===== src/rtl/baud_pkg.sv =====
// Shared constants and the reset-divisor computation for the baud tick generator.
package baud_pkg;

    localparam int DEF_INT_W  = 32'sd16;
    localparam int DEF_FRAC_W = 32'sd8;
    localparam int MIN_DIV    = 32'sd2;

    // Clocks per oversample tick in fixed point with frac_w fraction bits, rounded to nearest.
    function automatic longint unsigned calc_rst_div(
        input longint unsigned clock_freq,
        input longint unsigned baud_rate,
        input longint unsigned oversample,
        input int              frac_w
    );
        longint unsigned num;
        longint unsigned den;
        num = clock_freq << frac_w;
        den = baud_rate * oversample;
        return (num + (den / 64'd2)) / den;
    endfunction

endpackage


===== src/rtl/baud_frac_acc.sv =====
// Fractional phase accumulator: adds the divisor fraction on every tick and
// exposes the carry as a one-clock period extension for the following period.
module baud_frac_acc
    import baud_pkg::*;
#(
    parameter int FRAC_W = DEF_FRAC_W
) (
    input  logic              clock,
    input  logic              reset_n_i,
    input  logic              clear_i,
    input  logic              step_i,
    input  logic [FRAC_W-1:0] div_frac_i,
    output logic              extra_o
);

    logic [FRAC_W-1:0] acc_r;
    logic              extra_r;
    logic [FRAC_W:0]   sum_s;

    // Next accumulator value with carry out
    always_comb begin
        sum_s = {1'b0, acc_r} + {1'b0, div_frac_i};
    end

    // Accumulator and carry register; phase restart wins over a step
    always_ff @(posedge clock or negedge reset_n_i) begin
        if (!reset_n_i) begin
            acc_r   <= '0;
            extra_r <= 1'b0;
        end else if (clear_i) begin
            acc_r   <= '0;
            extra_r <= 1'b0;
        end else if (step_i) begin
            {extra_r, acc_r} <= sum_s;
        end else begin
            acc_r   <= acc_r;
            extra_r <= extra_r;
        end
    end

    assign extra_o = extra_r;

endmodule


===== src/rtl/baud_tick_gen.sv =====
// Runtime-programmable baud tick generator (oversample tick + bit tick) with a
// staged divisor update. Define BAUD_FRAC_EN to enable the fractional divisor.
module baud_tick_gen
    import baud_pkg::*;
#(
    parameter int unsigned CLOCK_FREQ = 32'd10_000_000,
    parameter int unsigned BAUD_RATE  = 32'd9600,
    parameter int unsigned OVERSAMPLE = 32'd16,
    parameter int          INT_W      = DEF_INT_W,
    parameter int          FRAC_W     = DEF_FRAC_W
) (
    input  logic              clock,
    input  logic              reset_n_i,
    input  logic              enable_i,
    input  logic              sync_i,
    input  logic              cfg_valid_i,
    output logic              cfg_ready_o,
    input  logic [INT_W-1:0]  cfg_int_i,
    input  logic [FRAC_W-1:0] cfg_frac_i,
    output logic              tick_o,
    output logic              bit_tick_o,
    output logic              busy_o
);

    localparam int CNT_W = INT_W + 32'sd1;
    localparam int OS_W  = $clog2(OVERSAMPLE);
`ifdef BAUD_FRAC_EN
    localparam int FW = FRAC_W;
`else
    localparam int FW = 32'sd0;
`endif
    localparam longint unsigned RST_DIV =
        calc_rst_div(64'(CLOCK_FREQ), 64'(BAUD_RATE), 64'(OVERSAMPLE), FW);
    localparam logic [INT_W-1:0] RST_INT  = INT_W'(RST_DIV >> FW);
    localparam logic [OS_W-1:0]  OS_LAST  = OS_W'(OVERSAMPLE - 32'd1);
    localparam logic [INT_W-1:0] MIN_INT  = INT_W'(MIN_DIV);

    logic [INT_W-1:0] div_int_r;
    logic [INT_W-1:0] shd_int_r;
    logic             busy_r;
    logic [CNT_W-1:0] cnt_r;
    logic [CNT_W-1:0] cnt_nxt_s;
    logic [OS_W-1:0]  os_cnt_r;
    logic [OS_W-1:0]  os_nxt_s;
    logic [CNT_W-1:0] period_end_s;
    logic [INT_W-1:0] cfg_int_clamped_s;
    logic             extra_s;
    logic             tick_s;
    logic             bit_tick_s;
    logic             accept_s;
    logic             apply_s;

    // Tick decode, handshake and apply conditions
    always_comb begin
        period_end_s = {1'b0, div_int_r} + {{INT_W{1'b0}}, extra_s} - CNT_W'(1'b1);
        // >= rather than == so a divisor shrunk below the running count still ends the period
        tick_s       = enable_i && !sync_i && (cnt_r >= period_end_s);
        bit_tick_s   = tick_s && (os_cnt_r == OS_LAST);
        accept_s     = cfg_valid_i && !busy_r;
        apply_s      = busy_r && (tick_s || !enable_i || sync_i);
        if (cfg_int_i < MIN_INT) begin
            cfg_int_clamped_s = MIN_INT;
        end else begin
            cfg_int_clamped_s = cfg_int_i;
        end
    end

    // Next state for the period and oversample counters
    always_comb begin
        cnt_nxt_s = cnt_r;
        os_nxt_s  = os_cnt_r;
        if (enable_i && sync_i) begin
            cnt_nxt_s = '0;
            os_nxt_s  = '0;
        end else if (tick_s) begin
            cnt_nxt_s = '0;
            if (os_cnt_r == OS_LAST) begin
                os_nxt_s = '0;
            end else begin
                os_nxt_s = os_cnt_r + OS_W'(1'b1);
            end
        end else if (enable_i) begin
            cnt_nxt_s = cnt_r + CNT_W'(1'b1);
        end else begin
            cnt_nxt_s = cnt_r;
            os_nxt_s  = os_cnt_r;
        end
    end

    // Counter state registers
    always_ff @(posedge clock or negedge reset_n_i) begin
        if (!reset_n_i) begin
            cnt_r    <= '0;
            os_cnt_r <= '0;
        end else begin
            cnt_r    <= cnt_nxt_s;
            os_cnt_r <= os_nxt_s;
        end
    end

    // Shadow capture and busy flag; accept and apply are mutually exclusive
    always_ff @(posedge clock or negedge reset_n_i) begin
        if (!reset_n_i) begin
            busy_r    <= 1'b0;
            shd_int_r <= '0;
        end else if (apply_s) begin
            busy_r    <= 1'b0;
            shd_int_r <= shd_int_r;
        end else if (accept_s) begin
            busy_r    <= 1'b1;
            shd_int_r <= cfg_int_clamped_s;
        end else begin
            busy_r    <= busy_r;
            shd_int_r <= shd_int_r;
        end
    end

    // Active integer divisor
    always_ff @(posedge clock or negedge reset_n_i) begin
        if (!reset_n_i) begin
            div_int_r <= RST_INT;
        end else if (apply_s) begin
            div_int_r <= shd_int_r;
        end else begin
            div_int_r <= div_int_r;
        end
    end

`ifdef BAUD_FRAC_EN
    localparam logic [FRAC_W-1:0] RST_FRAC = FRAC_W'(RST_DIV);

    logic [FRAC_W-1:0] div_frac_r;
    logic [FRAC_W-1:0] shd_frac_r;

    // Fractional shadow and active fraction follow the integer staging
    always_ff @(posedge clock or negedge reset_n_i) begin
        if (!reset_n_i) begin
            shd_frac_r <= '0;
            div_frac_r <= RST_FRAC;
        end else if (apply_s) begin
            shd_frac_r <= shd_frac_r;
            div_frac_r <= shd_frac_r;
        end else if (accept_s) begin
            shd_frac_r <= cfg_frac_i;
            div_frac_r <= div_frac_r;
        end else begin
            shd_frac_r <= shd_frac_r;
            div_frac_r <= div_frac_r;
        end
    end

    baud_frac_acc #(
        .FRAC_W (FRAC_W)
    ) u_frac_acc (
        .clock      (clock),
        .reset_n_i  (reset_n_i),
        .clear_i    (enable_i && sync_i),
        .step_i     (tick_s),
        .div_frac_i (div_frac_r),
        .extra_o    (extra_s)
    );
`else
    logic frac_unused_s;

    assign extra_s       = 1'b0;
    assign frac_unused_s = ^cfg_frac_i;
`endif

    assign tick_o      = tick_s;
    assign bit_tick_o  = bit_tick_s;
    assign busy_o      = busy_r;
    assign cfg_ready_o = !busy_r;

endmodule


===== config.mk =====
export PLATFORM = sky130hd
export DESIGN_NAME = baud_tick_gen
export DESIGN_NICKNAME = d
export VERILOG_FILES = /design/src/rtl/baud_pkg.sv /design/src/rtl/baud_frac_acc.sv /design/src/rtl/baud_tick_gen.sv
export SDC_FILE = /design/constraint.sdc
export NUM_CORES = 1
export LEC_CHECK = 0
export ABC_AREA = 1
export CELL_PAD_IN_SITES_DETAIL_PLACEMENT = 1
export CELL_PAD_IN_SITES_GLOBAL_PLACEMENT = 2
export CORE_UTILIZATION = 30
export CTS_CLUSTER_SIZE = 12
export DETAILED_ROUTE_END_ITERATION = 10
export PLACE_DENSITY = 0.83
export SYNTH_ARGS = -nofsm -noshare
export SYNTH_HDL_FRONTEND = slang
export SYNTH_SLANG_ARGS = --single-unit

===== constraint.sdc =====
create_clock -name clock -period 3.7 [get_ports clock]
set_clock_uncertainty 0.2 [all_clocks]
set_input_delay 0.74 -clock clock [delete_from_list [all_inputs] [get_ports clock]]
set_output_delay 0.74 -clock clock [all_outputs]
set_load 0.02 [all_outputs]

==> impl_metrics.env <==
export IMPL_number_of_antenna_violations_at_the_first_check_in_global_routing=0
export IMPL_number_of_hold_violations_in_the_final_report=0
export IMPL_ir_drop_uv=185
export IMPL_cp_data_arrival_time_ps=2860
export IMPL_htreeDepth=2
export IMPL_initial_utilization_pct=31.1
export IMPL_core_area_um2=10400
export IMPL_synthTopCellsByArea="dfrtp_1 (40%), nand2_1 (17%), ha_1 (7.7%)"
export IMPL_dpl_hpwl_mm=6.10
export IMPL_std_cell_rows=37
export IMPL_die_height_um=106
export IMPL_report_power_total_uw=2010
export IMPL_vias_in_the_first_global_route=3140
export IMPL_unique_cell_type_count_in_the_yosys_netlist=31
export IMPL_via_per_inst=4.63
export IMPL_drtAntennaViolNets=0
export IMPL_post_synth_top_count_cell="nand2_1"
export IMPL_route_vias_total=2855
export IMPL_synth_top_area_share_pct=40.1
export IMPL_grt_max_degree=37
export IMPL_routed_wire_length_per_instance_um=13.2
export IMPL_final_hold_worst_slack_ps=283
export IMPL_detailedRoute_firstIterationViolations=43
export IMPL_maxCapViolCount=0
export IMPL_clockBufferDepth=2
export IMPL_setup_worst_path_start_class="register"
export IMPL_grt_first_pass_wirelength_mm=14.3
export IMPL_post_route_period_util_pct=103
export IMPL_synth_largest_area_cell="dfrtp_1"
export IMPL_run_status="finished with violations"
export IMPL_worst_setup_slack_after_layout_ps=-96.4
export IMPL_worst_pin_slew_ps=869
export IMPL_grt_setup_unrepaired="yes"
export IMPL_antennaDiodeCount=0
export IMPL_p_per_area_nw_per_um2=483
export IMPL_clk_pin_slew_worst_paths_ps=100
export IMPL_endpoint_kind="output port"
export IMPL_setup_violations=2
export IMPL_dieArea_um2=11200
export IMPL_fmax_ghz=0.263
export IMPL_grt_overflow=0
export IMPL_postPlaceCellArea_um2=3830
export IMPL_period_minus_slack_ps=3800
export IMPL_gp_routability_congestion=0.770
export IMPL_post_synth_cell_area_avg_um2=7.76
export IMPL_synth_ff_type="dfrtp_1"
export IMPL_timing_worst_setup_path_type="register to output port"
export IMPL_timing_max_transition_violations_final=0
export IMPL_drt_total_wl_mm=8.17
export IMPL_area_growth_synth_to_finish_pct=28.3
export IMPL_drc_errors=0
export IMPL_yosys_top_cells_count="nand2_1 (144), dfrtp_1 (52), inv_1 (40), nand3_1 (33), nor2_1 (32)"
export IMPL_cts_root_buffer="clkbuf_8"
export IMPL_crit_fanout=3
export IMPL_cts_buffers=5
export IMPL_cts_tree="built"
export IMPL_fin_util_pct=39.9
export IMPL_io_pins=33
export IMPL_ys_ff_latch=54
export IMPL_chipWidth_um=106
export IMPL_layout_drive_gt1_share_pct=18.7
export IMPL_portBuffers=24
export IMPL_syn_nets=467
export IMPL_hold_wc_path_type="register to register"
export IMPL_ys_async_sr_fraction_pct=100
export IMPL_timing_critical_path_slowest_stage_cell="dfrtp_1"
export IMPL_dr_pass1_iters=4
export IMPL_clock_latency_late_sink_ps=310
export IMPL_leakage_uw=0.00203
export IMPL_slew_limit_headroom_pct=42.0
export IMPL_yosysSeqAreaShare_pct=41.7
export IMPL_post_synth_instance_area_um2=3240
export IMPL_synth_enable_flop_cells=0
export IMPL_syn_inst=418
export IMPL_cp_num_buf_inv=2
export IMPL_layout_filler_cells=1267
export IMPL_tritoncts_num_sinks=54
export IMPL_failing_checks="setup timing"
export IMPL_required_ps=2760
export IMPL_track_usage_pct=15.7
export IMPL_post_cts_hold_buffer_count=0
export IMPL_timing_critical_path_cells="buf_6 -> nor2_4 -> nand2_2 -> nor2_4 -> nand2_4 -> nor3_4 -> nand2_1 -> xor2_1 -> ha_1 -> a21oi_2 -> nand2_2 -> nand2_1 -> nand2_1 -> nor2_2 -> nand2_2 -> nand2_4 -> nor2_2 -> buf_6"
export IMPL_postLayoutCellArea_um2=4160
export IMPL_critical_path_max_stage_delay_ps=410
export IMPL_net_count_reported_at_finish=529
export IMPL_ys_warn_count=0
export IMPL_critical_path_top_delay_family="simple AND/OR/NAND/NOR gates"
==> where the power goes <==
group / total (µW) / internal [µW] / switching [µW] / leakage [µW]
Sequential: 776 / 692 / 84.0 / 0.000697
Combinational: 824 / 382 / 442 / 0.00128
Clock: 410 / 202 / 207 / 0.0000514
Total: 2010 / 1280 / 734 / 0.00203
==> flip-flops by register name, summed over array words and instances, names as in the netlist <==
register and cells:
busy_o 1, shd_int_r 16, div_int_r 16, os_cnt_r 4, cnt_r 17
==> what timing repair did <==
| item | CTS | global route |
|---|---|---|
| gates resized for setup | 36 | 11 |
| endpoints found under the hold margin | 0 | 0 |
| setup buffers | 3 | 5 |
| setup endpoints to repair | 2 | 2 |
| pin swaps | 9 | 11 |
| gates cloned | 0 | 0 |
==> final cells by class <==
| class | count | area [µm²] | area share (%) |
|---|---|---|---|
| Multi-Input combinational cell | 312 | 1810 | 43.5 |
| Sequential cell | 54 | 1350 | 32.5 |
| Timing Repair Buffer | 64 | 554 | 13.3 |
| Tap cell | 136 | 170 | 4.09 |
| Inverter | 43 | 161 | 3.88 |
| Clock buffer | 6 | 72.6 | 1.74 |
| Clock inverter | 2 | 37.5 | 0.902 |
==> layer usage <==
metal	global-route usage, %	routed length, µm	up-vias
met3	2.33	173	9
li1	-	-	1472
met1	18.1	3580	1339
met2	30.5	4320	35
met4	2.68	92	0
met5	0	0	-
==> layout by cell type, fill, tap and decap left out, types with 4 or more instances in the layout <==
| cell type | n |
|---|---|
| nand2_1 | 137 |
| dfrtp_1 | 52 |
| inv_1 | 39 |
| buf_4 | 38 |
| nand3_1 | 32 |
| nor2_1 | 23 |
| clkdlybuf4s50_1 | 21 |
| ha_1 | 19 |
| xor2_1 | 17 |
| o22ai_1 | 10 |
| nor2_2 | 9 |
| o21ai_0 | 8 |
| nand4_1 | 7 |
| xnor2_1 | 6 |
| nor2_4 | 5 |
| nand2_2 | 5 |
| clkbuf_8 | 5 |
| inv_2 | 4 |
| a21oi_1 | 4 |
| nor3_1 | 4 |
==> worst register-to-register path, stage by stage, from the launching register on <==
cell	delay (ps)
dfrtp_1	410
buf_6	130
nor2_4	90
nand2_2	70
nor2_4	140
nand2_4	90
nor3_4	190
nand2_1	100
xor2_1	170
ha_1	340
a21oi_2	180
nand2_2	70
nand2_1	50
nand2_1	60
nor2_2	130
buf_4	130
nand3_4	220
buf_4	280
nand3_1	80
nand2_1	60
==> final timing paths <==
kind                                from       endpoint  slack, ps  cells past startpoint
setup reg to reg            div_int_r[3]   div_int_r[4]        420                     19
hold / removal             div_int_r[14]  div_int_r[14]        280                      2
setup / recovery            div_int_r[3]     bit_tick_o       -100                     18
min in group asynchronous      reset_n_i       cnt_r[0]        330                      1
max in group asynchronous      reset_n_i   div_int_r[0]       2130                      2
hold reg to reg            div_int_r[14]  div_int_r[14]        280                      2
==> metrics by stage <==
step / setup TNS (ps) / setup slack [ps] / instances
6_report: -185 / -96.4 / 617
5_1_grt: -651 / -331 / 617
4_1_cts: -97.2 / -68.8 / 612
3_5_place_dp: -971 / -510 / 601
3_3_place_gp: -792 / -417 / 601
2_1_floorplan: 0 / 241 / 418
==> logic make-up after synthesis <==
group	Yosys count	share of synthesized area, %
compound gates	29	5.09
xor+xnor	23	6.21
fa+ha+maj	20	7.72
buf+inv	52	6.64
flops	54	41.7
mux	1	0.309
simple gates	239	32.3
Power figures use the tool's default switching activity.
